--- src/rtl/uart_tx_scheduler_pkg.sv ---
// Shared constants for the UART transmit scheduler: baud/parity codes, clocks-per-bit
// for a 1.8432 MHz transmitter clock, frame timing helpers and scheduler state codes.
package uart_tx_scheduler_pkg;

    localparam logic [2:0] BAUD_1200   = 3'd0;
    localparam logic [2:0] BAUD_2400   = 3'd1;
    localparam logic [2:0] BAUD_4800   = 3'd2;
    localparam logic [2:0] BAUD_9600   = 3'd3;
    localparam logic [2:0] BAUD_115200 = 3'd4;
    localparam logic [2:0] BAUD_SLOWEST = BAUD_1200;
    localparam logic [2:0] BAUD_NORMAL  = BAUD_9600;
    localparam logic [2:0] BAUD_FASTEST = BAUD_115200;

    localparam logic [1:0] PAR_NONE = 2'd0;
    localparam logic [1:0] PAR_ODD  = 2'd1;
    localparam logic [1:0] PAR_EVEN = 2'd2;

    localparam int CPB_1200   = 1536;
    localparam int CPB_2400   = 768;
    localparam int CPB_4800   = 384;
    localparam int CPB_9600   = 192;
    localparam int CPB_115200 = 16;

    localparam int FRAME_BITS   = 10;
    localparam int FRAME_PAD    = 2;   // transmitter's waiting-state latency
    localparam int SETUP_CYCLES = 2;
    localparam int MAX_FRAME    = FRAME_BITS * CPB_1200 + FRAME_PAD;
    localparam int TIMER_W      = $clog2(MAX_FRAME + 1);

    typedef enum logic [2:0] {
        S_IDLE,
        S_LOAD,
        S_SETUP,
        S_SEND,
        S_GAP
    } schedState_t;

    typedef struct packed {
        logic [7:0] data;
        logic [2:0] baud;
        logic [1:0] parity;
    } txCfg_t;

    function automatic logic [2:0] sanitizeBaud(input logic [2:0] code);
        return (code > BAUD_115200) ? BAUD_NORMAL : code;
    endfunction

    function automatic logic [TIMER_W-1:0] frameCycles(input logic [2:0] code);
        int cpb;
        case (code)
            BAUD_1200:   cpb = CPB_1200;
            BAUD_2400:   cpb = CPB_2400;
            BAUD_4800:   cpb = CPB_4800;
            BAUD_115200: cpb = CPB_115200;
            default:     cpb = CPB_9600;
        endcase
        return TIMER_W'(FRAME_BITS * cpb + FRAME_PAD);
    endfunction

endpackage

--- src/rtl/uart_tx_scheduler_rr_arbiter_pick.sv ---
// Combinational round-robin find-first: lowest index at or above rrPtr wins,
// otherwise the lowest index below it.
module rr_arbiter_pick #(
    parameter int NUM_REQ = 4,
    parameter int PW      = $clog2(NUM_REQ)
) (
    input  logic [NUM_REQ-1:0] reqValid,
    input  logic [PW-1:0]      rrPtr,
    output logic [PW-1:0]      grant,
    output logic               anyValid
);

    always_comb begin
        grant    = '0;
        anyValid = 1'b0;
        for (int i = 0; i < NUM_REQ; i++) begin
            if (!anyValid && reqValid[i] && (PW'(i) >= rrPtr)) begin
                anyValid = 1'b1;
                grant    = PW'(i);
            end
        end
        // wrap-around pass: only reached when nothing at or above rrPtr is pending
        for (int i = 0; i < NUM_REQ; i++) begin
            if (!anyValid && reqValid[i]) begin
                anyValid = 1'b1;
                grant    = PW'(i);
            end
        end
    end

endmodule

--- src/rtl/uart_tx_scheduler.sv ---
// Round-robin scheduler sharing one UART transmitter among NUM_REQ byte requesters.
// Optional UART_TX_SCHED_STATS_EN adds frameCount / lastGrant outputs.
module uart_tx_scheduler
    import uart_tx_scheduler_pkg::*;
#(
    parameter int NUM_REQ      = 4,
    parameter int GUARD_CYCLES = 4,
    parameter int START_HOLD   = 2
) (
    input  logic                 clkTx,
    input  logic                 reset,
    input  logic [NUM_REQ-1:0]   reqValid,
    input  logic [NUM_REQ*8-1:0] reqData,
    output logic [NUM_REQ-1:0]   reqAck,
    input  logic [2:0]           baudSel,
    input  logic [1:0]           paritySel,
    output logic [7:0]           txData,
    output logic                 txStart,
    output logic [2:0]           txBaud,
    output logic [1:0]           txParity,
    output logic                 busy
`ifdef UART_TX_SCHED_STATS_EN
    ,
    output logic [15:0]          frameCount,
    output logic [2:0]           lastGrant
`endif
);

    localparam int PW = $clog2(NUM_REQ);

    schedState_t               state;
    logic [PW-1:0]             rrPtr;
    logic [PW-1:0]             grant;
    logic                      anyValid;
    logic [TIMER_W-1:0]        timer;
    logic [TIMER_W-1:0]        frameLen;
    logic                      sendDone;
    txCfg_t                    cfg;
    logic [NUM_REQ-1:0][7:0]   reqBytes;

    assign reqBytes = reqData;
    assign frameLen = frameCycles(cfg.baud);
    assign sendDone = (timer == frameLen - 1'b1);

    assign txData   = cfg.data;
    assign txBaud   = cfg.baud;
    assign txParity = cfg.parity;

    rr_arbiter_pick #(
        .NUM_REQ (NUM_REQ),
        .PW      (PW)
    ) uPick (
        .reqValid (reqValid),
        .rrPtr    (rrPtr),
        .grant    (grant),
        .anyValid (anyValid)
    );

    always_ff @(posedge clkTx or posedge reset) begin
        if (reset) begin
            state   <= S_IDLE;
            rrPtr   <= '0;
            timer   <= '0;
            cfg     <= '{data: 8'h00, baud: BAUD_NORMAL, parity: PAR_NONE};
            txStart <= 1'b0;
            reqAck  <= '0;
            busy    <= 1'b0;
        end else begin
            reqAck <= '0;
            unique case (state)
                S_IDLE: begin
                    // grant is registered here so ack and latched byte are visible in LOAD
                    if (anyValid) begin
                        state  <= S_LOAD;
                        busy   <= 1'b1;
                        cfg    <= '{data: reqBytes[grant], baud: sanitizeBaud(baudSel),
                                    parity: paritySel};
                        reqAck <= {{(NUM_REQ-1){1'b0}}, 1'b1} << grant;
                        rrPtr  <= (grant == PW'(NUM_REQ - 1)) ? '0 : grant + 1'b1;
                    end
                end
                S_LOAD: begin
                    state <= S_SETUP;
                    timer <= '0;
                end
                S_SETUP: begin
                    if (timer == TIMER_W'(SETUP_CYCLES - 1)) begin
                        state   <= S_SEND;
                        timer   <= '0;
                        txStart <= 1'b1;
                    end else begin
                        timer <= timer + 1'b1;
                    end
                end
                S_SEND: begin
                    if (sendDone) begin
                        state   <= S_GAP;
                        timer   <= '0;
                        txStart <= 1'b0;
                    end else begin
                        timer   <= timer + 1'b1;
                        txStart <= (timer < TIMER_W'(START_HOLD - 1));
                    end
                end
                S_GAP: begin
                    if (timer == TIMER_W'(GUARD_CYCLES - 1)) begin
                        state <= S_IDLE;
                        timer <= '0;
                        busy  <= 1'b0;
                    end else begin
                        timer <= timer + 1'b1;
                    end
                end
                default: state <= S_IDLE;
            endcase
        end
    end

`ifdef UART_TX_SCHED_STATS_EN
    always_ff @(posedge clkTx or posedge reset) begin
        if (reset) begin
            frameCount <= '0;
            lastGrant  <= '0;
        end else begin
            if (state == S_IDLE && anyValid)
                lastGrant <= 3'(grant);
            if (state == S_SEND && sendDone)
                frameCount <= frameCount + 16'd1;
        end
    end
`endif

endmodule

--- config.mk ---
export PLATFORM = sky130hd
export DESIGN_NAME = uart_tx_scheduler
export DESIGN_NICKNAME = d
export VERILOG_FILES = /design/src/rtl/uart_tx_scheduler_pkg.sv /design/src/rtl/uart_tx_scheduler_rr_arbiter_pick.sv /design/src/rtl/uart_tx_scheduler.sv
export SDC_FILE = /design/constraint.sdc
export NUM_CORES = 1
export LEC_CHECK = 0
export BUFFER_PORTS_ARGS = -buffer_cell sky130_fd_sc_hd__clkbuf_2
export CORE_ASPECT_RATIO = 0.7
export CORE_MARGIN = 8
export CORE_UTILIZATION = 50
export CTS_CLUSTER_DIAMETER = 30
export DETAILED_ROUTE_END_ITERATION = 12
export PLACE_DENSITY = 0.75
export SLEW_MARGIN = 20
export SYNTH_ARGS = -nofsm -noshare
export SYNTH_HDL_FRONTEND = slang
export SYNTH_HIERARCHICAL = 1
export SYNTH_SLANG_ARGS = --single-unit
--- constraint.sdc ---
create_clock -name clkTx -period 5.62 [get_ports clkTx]
set_input_delay 0.843 -clock clkTx [delete_from_list [all_inputs] [get_ports clkTx]]
set_output_delay 0.843 -clock clkTx [all_outputs]
set_load 0.05 [all_outputs]
==> results of run 1 <==
-- path summary, 6_finish.rpt --
check | startpoint | endpoint | slack [ps] | depth (start not counted)
max reg2reg | txBaud[0] | timer[0] | 2500 | 10
max | txBaud[0] | timer[0] | 2500 | 10
min in group asynchronous | reset | txBaud[2] | 650 | 3
min reg2reg | txData[6] | txData[6] | 510 | 1
max in group asynchronous | reset | txBaud[1] | 4610 | 3
min | txData[6] | txData[6] | 510 | 1
-- cell type report --
| cell class | count | share of cell area [%] |
|---|---|---|
| Clock buffer | 6 | 2.69 |
| Inverter | 10 | 1.22 |
| Timing Repair Buffer | 64 | 10.7 |
| Tap cell | 69 | 2.82 |
| Sequential cell | 38 | 31.1 |
| Clock inverter | 2 | 1.96 |
| Multi-Input combinational cell | 199 | 49.5 |
-- stage by stage --
| stage | total power [uW] | util [%] | hold slack (ps) |
|---|---|---|---|
| floorplan | 302 | - | 489 |
| global placement | 322 | 59.9 | 490 |
| detailed placement | 323 | 59.9 | 495 |
| CTS | 613 | 62.9 | 513 |
| global route | 628 | 63.0 | 518 |
| finish | 607 | 63.0 | 511 |
-- sequential cells by signal, summed over array words and instances, names as in the netlist --
| signal | count |
|---|---|
| busy | 1 |
| reqAck | 4 |
| rrPtr | 2 |
| state | 3 |
| timer | 14 |
| txBaud | 3 |
| txData | 8 |
| txParity | 2 |
| txStart | 1 |
-- synthesized netlist by cell type, types with 2 or more instances --
| master | instances |
|---|---|
| sky130_fd_sc_hd__mux2_2 | 12 |
| sky130_fd_sc_hd__nand2_1 | 36 |
| sky130_fd_sc_hd__buf_2 | 6 |
| sky130_fd_sc_hd__xnor2_1 | 13 |
| sky130_fd_sc_hd__o211a_1 | 2 |
| sky130_fd_sc_hd__nor2_2 | 2 |
| sky130_fd_sc_hd__inv_1 | 10 |
| sky130_fd_sc_hd__o21ai_1 | 2 |
| sky130_fd_sc_hd__nor4_2 | 3 |
| sky130_fd_sc_hd__o21ai_0 | 4 |
| sky130_fd_sc_hd__dfstp_2 | 2 |
| sky130_fd_sc_hd__nand3_1 | 5 |
| sky130_fd_sc_hd__clkbuf_1 | 9 |
| sky130_fd_sc_hd__nor2b_1 | 3 |
| sky130_fd_sc_hd__nor3_1 | 6 |
| sky130_fd_sc_hd__o31ai_1 | 2 |
| sky130_fd_sc_hd__xor2_1 | 4 |
| sky130_fd_sc_hd__dfrtp_1 | 36 |
| sky130_fd_sc_hd__and2_1 | 9 |
| sky130_fd_sc_hd__ha_1 | 14 |
| sky130_fd_sc_hd__nand4_1 | 2 |
| sky130_fd_sc_hd__or2_2 | 3 |
| sky130_fd_sc_hd__o211ai_1 | 3 |
| sky130_fd_sc_hd__mux4_2 | 8 |
| sky130_fd_sc_hd__mux2i_1 | 2 |
| sky130_fd_sc_hd__a21oi_1 | 12 |
| sky130_fd_sc_hd__nor2_1 | 23 |
| sky130_fd_sc_hd__o221ai_1 | 8 |
-- critical path, delay by kind of cell, from the launching register on --
family                   cells  cell delay (ps)
AO/OA/AOI/OAI                4              770
XOR/XNOR                     1              570
adder cells (fa/ha/maj)      2              590
flip-flops                   1              630
AND/OR/NAND/NOR              3              450
-- kinds of logic (layout without fill, tap and decap cells) --
family	count (synthesis)	after routing
muxes	22	22
AOI/OAI and AO/OA	43	43
DFF	38	38
other	1	1
xor gates and xnor gates	17	17
adders and majority gates	14	14
and+or+nand+nor	102	102
buffers and inverters	25	82
-- power by group through the flow --
stage | Sequential, uW | Combinational [uW] | Clock, uW
finish | 273 | 44.2 | 289
global route | 273 | 49.4 | 305
floorplan | 279 | 23.3 | 0
global placement | 279 | 43.0 | 0
detailed placement | 279 | 44.7 | 0
CTS | 273 | 44.7 | 295
-- per-layer routing --
layer | vias to the layer above | share of wire (%) | GRT usage [%]
met5 | - | 0 | 0
met1 | 1028 | 45 | 22.6
met2 | 43 | 48 | 28.3
li1 | 1035 | - | -
met3 | 6 | 5.3 | 3.74
met4 | 0 | 1.2 | 5.25
-- cell usage in the layout (no fill, tap or decap), types with 2 or more instances in the layout --
cell type	count
sky130_fd_sc_hd__a21oi_1	12
sky130_fd_sc_hd__and2_1	9
sky130_fd_sc_hd__buf_4	3
sky130_fd_sc_hd__bufinv_16	2
sky130_fd_sc_hd__clkbuf_2	61
sky130_fd_sc_hd__clkbuf_8	6
sky130_fd_sc_hd__dfrtp_1	36
sky130_fd_sc_hd__dfstp_2	2
sky130_fd_sc_hd__ha_1	14
sky130_fd_sc_hd__inv_1	10
sky130_fd_sc_hd__mux2_2	12
sky130_fd_sc_hd__mux2i_1	2
sky130_fd_sc_hd__mux4_2	8
sky130_fd_sc_hd__nand2_1	36
sky130_fd_sc_hd__nand3_1	5
sky130_fd_sc_hd__nand4_1	2
sky130_fd_sc_hd__nor2_1	23
sky130_fd_sc_hd__nor2_2	2
sky130_fd_sc_hd__nor2b_1	3
sky130_fd_sc_hd__nor3_1	6
sky130_fd_sc_hd__nor4_2	3
sky130_fd_sc_hd__o211a_1	2
sky130_fd_sc_hd__o211ai_1	3
sky130_fd_sc_hd__o21ai_0	4
sky130_fd_sc_hd__o21ai_1	2
sky130_fd_sc_hd__o221ai_1	8
sky130_fd_sc_hd__o31ai_1	2
sky130_fd_sc_hd__or2_2	3
sky130_fd_sc_hd__xnor2_1	12
sky130_fd_sc_hd__xor2_1	4
==> impl_metrics.yaml, run 1 <==
logic_synthesis:
  post-synth-top-area-cell: "sky130_fd_sc_hd__dfrtp_1"
  synth_compound_area_share_pct: 12.3
  synth_top_area_share_pct: 35.2
  syn_inst: 262
  synth.distinct_cells: 49
  simple_gate_fraction_of_synth_area_pct: 20.5
  multiplexer_area_fraction_after_synthesis_pct: 13.1
  synth.top_cells.by_area: "sky130_fd_sc_hd__dfrtp_1, sky130_fd_sc_hd__mux4_2, sky130_fd_sc_hd__ha_1"
  synth-async-reset-ratio_pct: 100
  synthesis.nets: 319
  synth_enable_flop_cells: 0
  sequential_to_total_area_share_from_yosys_stat_pct: 37.3
  synthXorXnorAreaFrac_pct: 5.82
  ys_warn_count: 6
  synth_top_family_by_area: "simple AND/OR/NAND/NOR gates"
  mappedNetlistArea_sq_um: 2560
  dominantRegCellSynth: "sky130_fd_sc_hd__dfrtp_1"
  synthesized_area_per_cell_sq_um: 9.76
  synth_seq_cells: 38
  synth_adder_area_share_pct: 6.85
min_path:
  min-delay-path-class: "flip-flop to flip-flop"
place:
  global_placer_s_final_weighted_congestion: 0.840
  dp_hpwl_microns: 4610
  worst_setup_slack_before_clock_tree_synthesis_ps: 2130
  numPlacedInstances: 380
  number_of_input_and_output_port_buffers_inserted: 61
  placed_cell_area_sq_um: 2910
power:
  p_sw_share_pct: 19.8
  max-vdd-ir-drop_mv: 0.107
  p_leak_uw: 0.00152
  switchingPower_uw: 120
  share_comb_of_total_power_pct: 7.3
  power-per-cell-area_nw_per_um2: 198
  reg_power_share_pct: 45.0
  power_frac_clock_pct: 47.7
  power.internal_uw: 487
detailed_routing:
  drc: 0
  via_count: 2112
  routed_wire_length_microns: 6130
  antenna_violating_nets_post_route: 0
  detail_route.iter0.violations: 128
  drtPass1Iterations: 4
  post_drt_wl_per_cell_microns: 15.8
  detail_route.vias_per_cell: 5.44
clock_tree:
  post_cts_repair_resize_count: 0
  path_clk_slew_ps: 80
  post_cts_buffers: 0
  clkLatencyLatePin_ps: 290
  cts.hold.buffers_added: 0
  clock_path_buffers: 2
  cts_tree: "done"
  cts_inserted_buffers: 5
  count_of_clock_tree_sinks: 38
  cts-root-buf: "sky130_fd_sc_hd__clkbuf_8"
  cts_htree_levels: 2
timing:
  setup_repair_after_global_routing_missed_its_margin: "no"
  clock.fmax_mhz: 321
  setup_ws_ps: 2500
  setup_viol_count_final: 0
  post-route-min-period_ps: 3120
  clock_skew_ps: 4.84
  post-route-period-util_pct: 55.5
  final_hold_viol_count: 0
  setup-tns-final_ps: 0
  slew_viol_final: 0
  worst_pin_slew_ps: 1090
  relative_max_transition_margin_pct: 27.3
floorplan:
  fp.dieW_microns: 101
  placeableCoreArea_sq_um: 4860
  fp-row-count: 21
  dieHeight_microns: 75.8
  initial_core_util_pct: 52.6
  io_pins: 62
  total_die_area_sq_um: 7700
global_routing:
  number_of_antenna_violations_at_the_first_check_in_global_routing: 0
  grt_start_max_net_pins: 39
  first_global_vias: 2079
  grt_pass1_wl_microns: 10300
  grt-ovfl-total: 0
  grt_usage_pct: 17.3
setup_path:
  crit_type: "flip-flop to flip-flop"
  crit_path_cell_trace: "or2_2 -> nor2b_1 -> ha_1 -> ha_1 -> o211a_1 -> nor2_1 -> a21oi_1 -> xnor2_2 -> o21ai_4 -> a221oi_1"
  cp.arrival_ps: 3310
  timing.critical_path.from_type: "flip-flop"
  slowest_delay_ps: 630
  cp_data_required_time_ps: 5810
  path_max_fanout: 12
  worst_setup_path_end_kind: "flip-flop"
  cell_with_the_largest_stage_delay_on_the_worst_path: "sky130_fd_sc_hd__dfstp_2"
  crit_path_frequent_cell: "sky130_fd_sc_hd__ha_1"
layout:
  final-seq-area_sq_um: 953
  layoutNonFillerInstCount: 388
  final_area_sq_um: 3060
  multiInputGateArea_sq_um: 1520
  layout-drive-gt1-share_pct: 34.8
  fin_nets: 375
  final.fill_count: 417
  area_growth_syn_to_layout_pct: 19.8
  n_antenna_cell: 0
status:
  run_status: "finished, final reports clean"
run:
  cap_violations: 0
Note: power is estimated with default switching activity, not from simulation.
==> run 2, diff against run 1 <==
--- a/config.mk
+++ b/config.mk
@@ -8,10 +8,10 @@
 export BUFFER_PORTS_ARGS = -buffer_cell sky130_fd_sc_hd__clkbuf_2
 export CORE_ASPECT_RATIO = 0.7
 export CORE_MARGIN = 8
-export CORE_UTILIZATION = 50
+export CORE_UTILIZATION = 49
 export CTS_CLUSTER_DIAMETER = 30
 export DETAILED_ROUTE_END_ITERATION = 12
-export PLACE_DENSITY = 0.75
+export PLACE_DENSITY = 0.77
 export SLEW_MARGIN = 20
 export SYNTH_ARGS = -nofsm -noshare
 export SYNTH_HDL_FRONTEND = slang
==> constraint.sdc (replaced) <==
create_clock -name clkTx -period 2.74 [get_ports clkTx]
set_input_delay 0.411 -clock clkTx [delete_from_list [all_inputs] [get_ports clkTx]]
set_output_delay 0.411 -clock clkTx [all_outputs]
set_load 0.05 [all_outputs]
==> impl_metrics.yaml, run 2 (same netlist as run 1, synthesis figures left out) <==
status:
  run_status: "complete, but fails checks"
  failing_checks: "negative setup slack"
setup_path:
  crit_type: "flip-flop to flip-flop"
  path_delay_family: "compound AO/OA/AOI/OAI gates"
  r2r.worst_path.cells: 11
  timing.reg2reg.setup_slack_ps: -110
  worst_setup_path_end_kind: "flip-flop"
  slowest_delay_ps: 600
  cell_with_the_largest_stage_delay_on_the_worst_path: "sky130_fd_sc_hd__dfstp_2"
  timing.critical_path.to: "timer[0]"
  timing.rr.end: "timer[0]"
  crit_cells: 11
  path_max_fanout: 7
  timing.critical_path.buf_inv: 1
  timing.critical_path.from_type: "flip-flop"
  cp.arrival_ps: 3060
  critPathLaunch: "txBaud[1]"
  crit_path_cell_trace: "buf_12 -> xnor2_2 -> nor2_2 -> ha_1 -> ha_2 -> or3_4 -> o211a_4 -> a21oi_4 -> xnor2_4 -> o21ai_4 -> a221oi_2"
  cp_data_required_time_ps: 2950
  r2r-start: "txBaud[1]"
layout:
  final_cell_mix: "sky130_fd_sc_hd__clkbuf_2, sky130_fd_sc_hd__nand2_1, sky130_fd_sc_hd__dfrtp_1"
  final.fill_count: 409
  n_antenna_cell: 0
  final_common_cell: "sky130_fd_sc_hd__clkbuf_2"
  largest_register_ffs: 14
  layout-drive-gt1-share_pct: 45.5
  area_growth_syn_to_layout_pct: 34.1
  final_area_sq_um: 3430
  top_register: "timer"
  fin_nets: 392
  final_design_utilization_pct: 66.6
global_routing:
  grt_usage_pct: 17.8
  first_global_vias: 2263
  grt-ovfl-total: 0
  grt_start_max_net_pins: 39
  number_of_antenna_violations_at_the_first_check_in_global_routing: 0
  grt_pass1_wl_microns: 11100
power:
  totalPowerFinal_uw: 1260
  max-vdd-ir-drop_mv: 0.223
  power-per-cell-area_nw_per_um2: 367
  p_leak_uw: 0.00162
timing:
  setup_ws_ps: -108
  slew_viol_final: 0
  clock_skew_ps: 6.61
  setup_repair_after_global_routing_missed_its_margin: "yes"
  hold-worst-slack_ps: 193
  post-route-period-util_pct: 104
  final_hold_viol_count: 0
  post-route-min-period_ps: 2850
  setup_viol_count_final: 15
  clock.fmax_mhz: 351
detailed_routing:
  antenna_violating_nets_post_route: 0
  routed_wire_length_microns: 6790
  drtPass1Iterations: 4
  via_count: 2261
  detail_route.vias_per_cell: 5.54
  post_drt_wl_per_cell_microns: 16.6
  detail_route.iter0.violations: 151
  drc: 0
clock_tree:
  cts_htree_levels: 2
  clkLatencyLatePin_ps: 310
  cts_inserted_buffers: 5
  cts_tree: "done"
  count_of_clock_tree_sinks: 38
  cts-root-buf: "sky130_fd_sc_hd__clkbuf_8"
  clock_path_buffers: 2
  cts.hold.buffers_added: 0
  path_clk_slew_ps: 80
floorplan:
  io_pins: 62
  dieHeight_microns: 76.4
  initial_core_util_pct: 49.7
  fp.dieW_microns: 102
  total_die_area_sq_um: 7820
  fp-row-count: 22
  placeableCoreArea_sq_um: 5150
min_path:
  min-delay-path-class: "primary input to async pin"
place:
  number_of_input_and_output_port_buffers_inserted: 61
  worst_setup_slack_before_clock_tree_synthesis_ps: -153
  dp_hpwl_microns: 4690
  placed_cell_area_sq_um: 3020
  global_placer_s_final_weighted_congestion: 0.833
run:
  cap_violations: 0
## run 2: layout make-up
class	instances	area, sq um	area share [%]
timing repair buffer	79	464	13.5
multi-input combinational	201	1740	50.7
clock buffer	6	82.6	2.41
clock inverter	2	60.1	1.75
inverter	10	37.5	1.09
sequential	38	955	27.8
tap	72	90.1	2.63
## run 2: what timing repair did
item / 4_1_cts / 5_1_grt
gates resized for setup: 8 / 18
gates cloned: 2 / 0
pin swaps: 5 / 9
hold endpoints to repair: 0 / 0
setup buffers: 5 / 5
setup endpoints to repair: 18 / 18
## run 2: report_power, final
group / leakage [uW] / internal (uW) / total, uW / switching [uW]
logic: 0.00105 / 49.8 / 92.1 / 42.3
clock network: 0.0000714 / 389 / 607 / 219
registers: 0.000498 / 560 / 560 / 0
## run 2: worst min-delay path by stage
stage | end | cells past startpoint | from
final | reqAck[3] | 3 | reset
after CTS | reqAck[3] | 3 | reset
after detailed placement | txData[5] | 1 | txData[5]
after global placement | txData[0] | 1 | txData[0]
after floorplan | state[1] | 1 | state[0]
after global routing | txBaud[2] | 3 | reset
## run 2: per-layer routing
layer	vias to the layer above	wire (microns)	GRT usage (%)
met1	1105	2910	22.3
met5	-	0	1.40
met3	15	403	3.83
met2	71	3370	28.4
met4	0	114	7.88
li1	1070	-	-
## run 2: worst register-to-register path: cells and delay by family, from the launching register on
family,cells,cell delay (ps)
adders and majority gates,2,450
buffers and inverters,1,130
DFF,1,600
xor gates and xnor gates,2,320
AOI/OAI and AO/OA,4,870
and+or+nand+nor,2,400
## run 2: through the flow
| step | TNS [ps] | cells |
|---|---|---|
| detailed placement | -1130 | 388 |
| finish | -838 | 408 |
| global route | -2600 | 408 |
| CTS | -82.4 | 403 |
| floorplan | -1260 | 262 |
| global placement | -132 | 388 |
==> run 3, diff against run 2 <==
--- a/config.mk
+++ b/config.mk
@@ -12,6 +12,7 @@
 export CTS_CLUSTER_DIAMETER = 30
 export DETAILED_ROUTE_END_ITERATION = 12
 export PLACE_DENSITY = 0.77
+export RECOVER_POWER = 25
 export SLEW_MARGIN = 20
 export SYNTH_ARGS = -nofsm -noshare
 export SYNTH_HDL_FRONTEND = slang
==> impl_metrics.yaml, run 3 (same netlist as run 1, synthesis figures left out) <==
clock_tree:
  cts_htree_levels: 2
  count_of_clock_tree_sinks: 38
  cts-root-buf: "sky130_fd_sc_hd__clkbuf_8"
  path_clk_slew_ps: 80
  clkLatencyLatePin_ps: 300
  clock_path_buffers: 2
  cts_inserted_buffers: 5
  cts.hold.buffers_added: 0
  cts_tree: "done"
floorplan:
  total_die_area_sq_um: 7820
  dieHeight_microns: 76.4
  placeableCoreArea_sq_um: 5150
  initial_core_util_pct: 49.7
  fp.dieW_microns: 102
  io_pins: 62
  fp-row-count: 22
timing:
  setup_repair_after_global_routing_missed_its_margin: "yes"
  clock_skew_ps: 6.74
  worst_pin_slew_ps: 2040
  final_hold_viol_count: 0
  slew_viol_final: 39
  relative_max_transition_margin_pct: -35.9
  post-route-period-util_pct: 104
  post-route-min-period_ps: 2840
  setup_viol_count_final: 16
  setup_ws_ps: -104
  hold-worst-slack_ps: 340
  clock.fmax_mhz: 352
power:
  power-per-cell-area_nw_per_um2: 367
  share_comb_of_total_power_pct: 7.3
  switchingPower_uw: 258
  max-vdd-ir-drop_mv: 0.223
  p_leak_uw: 0.00162
  p_sw_share_pct: 20.6
  power_frac_clock_pct: 48.1
  power.internal_uw: 998
  reg_power_share_pct: 44.6
detailed_routing:
  routed_wire_length_microns: 6800
  drtPass1Iterations: 4
  detail_route.iter0.violations: 127
  drc: 0
  via_count: 2218
  antenna_violating_nets_post_route: 0
  detail_route.vias_per_cell: 5.44
  post_drt_wl_per_cell_microns: 16.7
layout:
  final_common_cell: "sky130_fd_sc_hd__clkbuf_2"
  layout-drive-gt1-share_pct: 45.2
  multiInputGateArea_sq_um: 1740
  final.fill_count: 411
  area_growth_syn_to_layout_pct: 33.9
  layoutNonFillerInstCount: 408
  final-seq-area_sq_um: 955
  final_area_sq_um: 3420
  largest_register_ffs: 14
  n_antenna_cell: 0
  final_cell_mix: "sky130_fd_sc_hd__clkbuf_2, sky130_fd_sc_hd__nand2_1, sky130_fd_sc_hd__dfrtp_1"
  fin_nets: 392
  top_register: "timer"
place:
  placed_cell_area_sq_um: 3020
  dp_hpwl_microns: 4690
  number_of_input_and_output_port_buffers_inserted: 61
  numPlacedInstances: 388
  global_placer_s_final_weighted_congestion: 0.833
setup_path:
  cp.arrival_ps: 3060
  cell_with_the_largest_stage_delay_on_the_worst_path: "sky130_fd_sc_hd__dfstp_2"
  crit_path_cell_trace: "buf_12 -> xnor2_2 -> nor2_2 -> ha_1 -> ha_2 -> or3_4 -> o211a_4 -> a21oi_4 -> xnor2_4 -> o21ai_4 -> a221oi_2"
  worst_setup_path_end_kind: "flip-flop"
  timing.critical_path.buf_inv: 1
  path_delay_family: "compound AO/OA/AOI/OAI gates"
  timing.critical_path.from_type: "flip-flop"
  crit_type: "flip-flop to flip-flop"
  path_max_fanout: 7
  slowest_delay_ps: 600
  crit_cells: 11
  cp_data_required_time_ps: 2950
  r2r.worst_path.cells: 11
global_routing:
  grt_start_max_net_pins: 39
  grt-ovfl-total: 0
  grt_usage_pct: 17.8
  first_global_vias: 2263
  grt_pass1_wl_microns: 11100
  number_of_antenna_violations_at_the_first_check_in_global_routing: 0
status:
  run_status: "complete, but fails checks"
  failing_checks: "max-capacitance violations, max-slew violations, negative setup slack"
min_path:
  holdPathStages: 2
  min-delay-path-class: "primary input to flip-flop"
run:
  cap_violations: 1
[run 3: cell count changes in the layout (fill, tap and decap cells not counted)]
cell	before	now
sky130_fd_sc_hd__buf_4	14	13
sky130_fd_sc_hd__clkbuf_1	0	1
[run 3: final cells by class]
cell class	count	area share, %
clock buffers	6	2.41
clock inverters	2	1.75
inverters	10	1.10
multi-input cells	201	50.8
flip-flops and latches	38	27.9
well taps	72	2.63
repair buffers	79	13.4
[run 3: power groups by stage]
stage	registers (uW)	logic (uW)	clock network, uW
after floorplan	571	48.4	0
after global routing	560	103	638
final	560	91.5	604
after global placement	571	89.5	0
after CTS	560	93.3	612
after detailed placement	571	92.2	0
[run 3: path summary, 6_finish.rpt]
path / start / endpoint / slack, ps
setup / recovery: txBaud[1] / timer[0] / -100
hold reg to reg: txData[5] / txData[5] / 510
max in group asynchronous: reset / txBaud[2] / 620
min in group asynchronous: reset / txBaud[2] / 820
hold / removal: paritySel[0] / txParity[0] / 340
setup reg to reg: txBaud[1] / timer[0] / -100
[run 3: routing by layer]
layer	part of all wire [%]	track usage, %
met3	5.7	3.83
met5	0	1.40
met2	49	28.4
met1	43	22.3
met4	1.7	7.88
[run 3: what timing repair did]
action / CTS / global route
cloned: 2 / 0
pin swaps: 5 / 9
resized for setup: 8 / 18
endpoints found under the setup margin: 18 / 18
buffers inserted: 5 / 5
[run 3: per-stage QoR]
stage	setup slack [ps]	total power, uW	utilization [%]	setup TNS (ps)
final	-104	1260	66.5	-789
after global routing	-203	1300	66.5	-2600
after CTS	-18.2	1270	63.8	-82.4
after detailed placement	-153	664	58.8	-1130
after global placement	-50.7	661	58.8	-132
after floorplan	-119	620	-	-1260
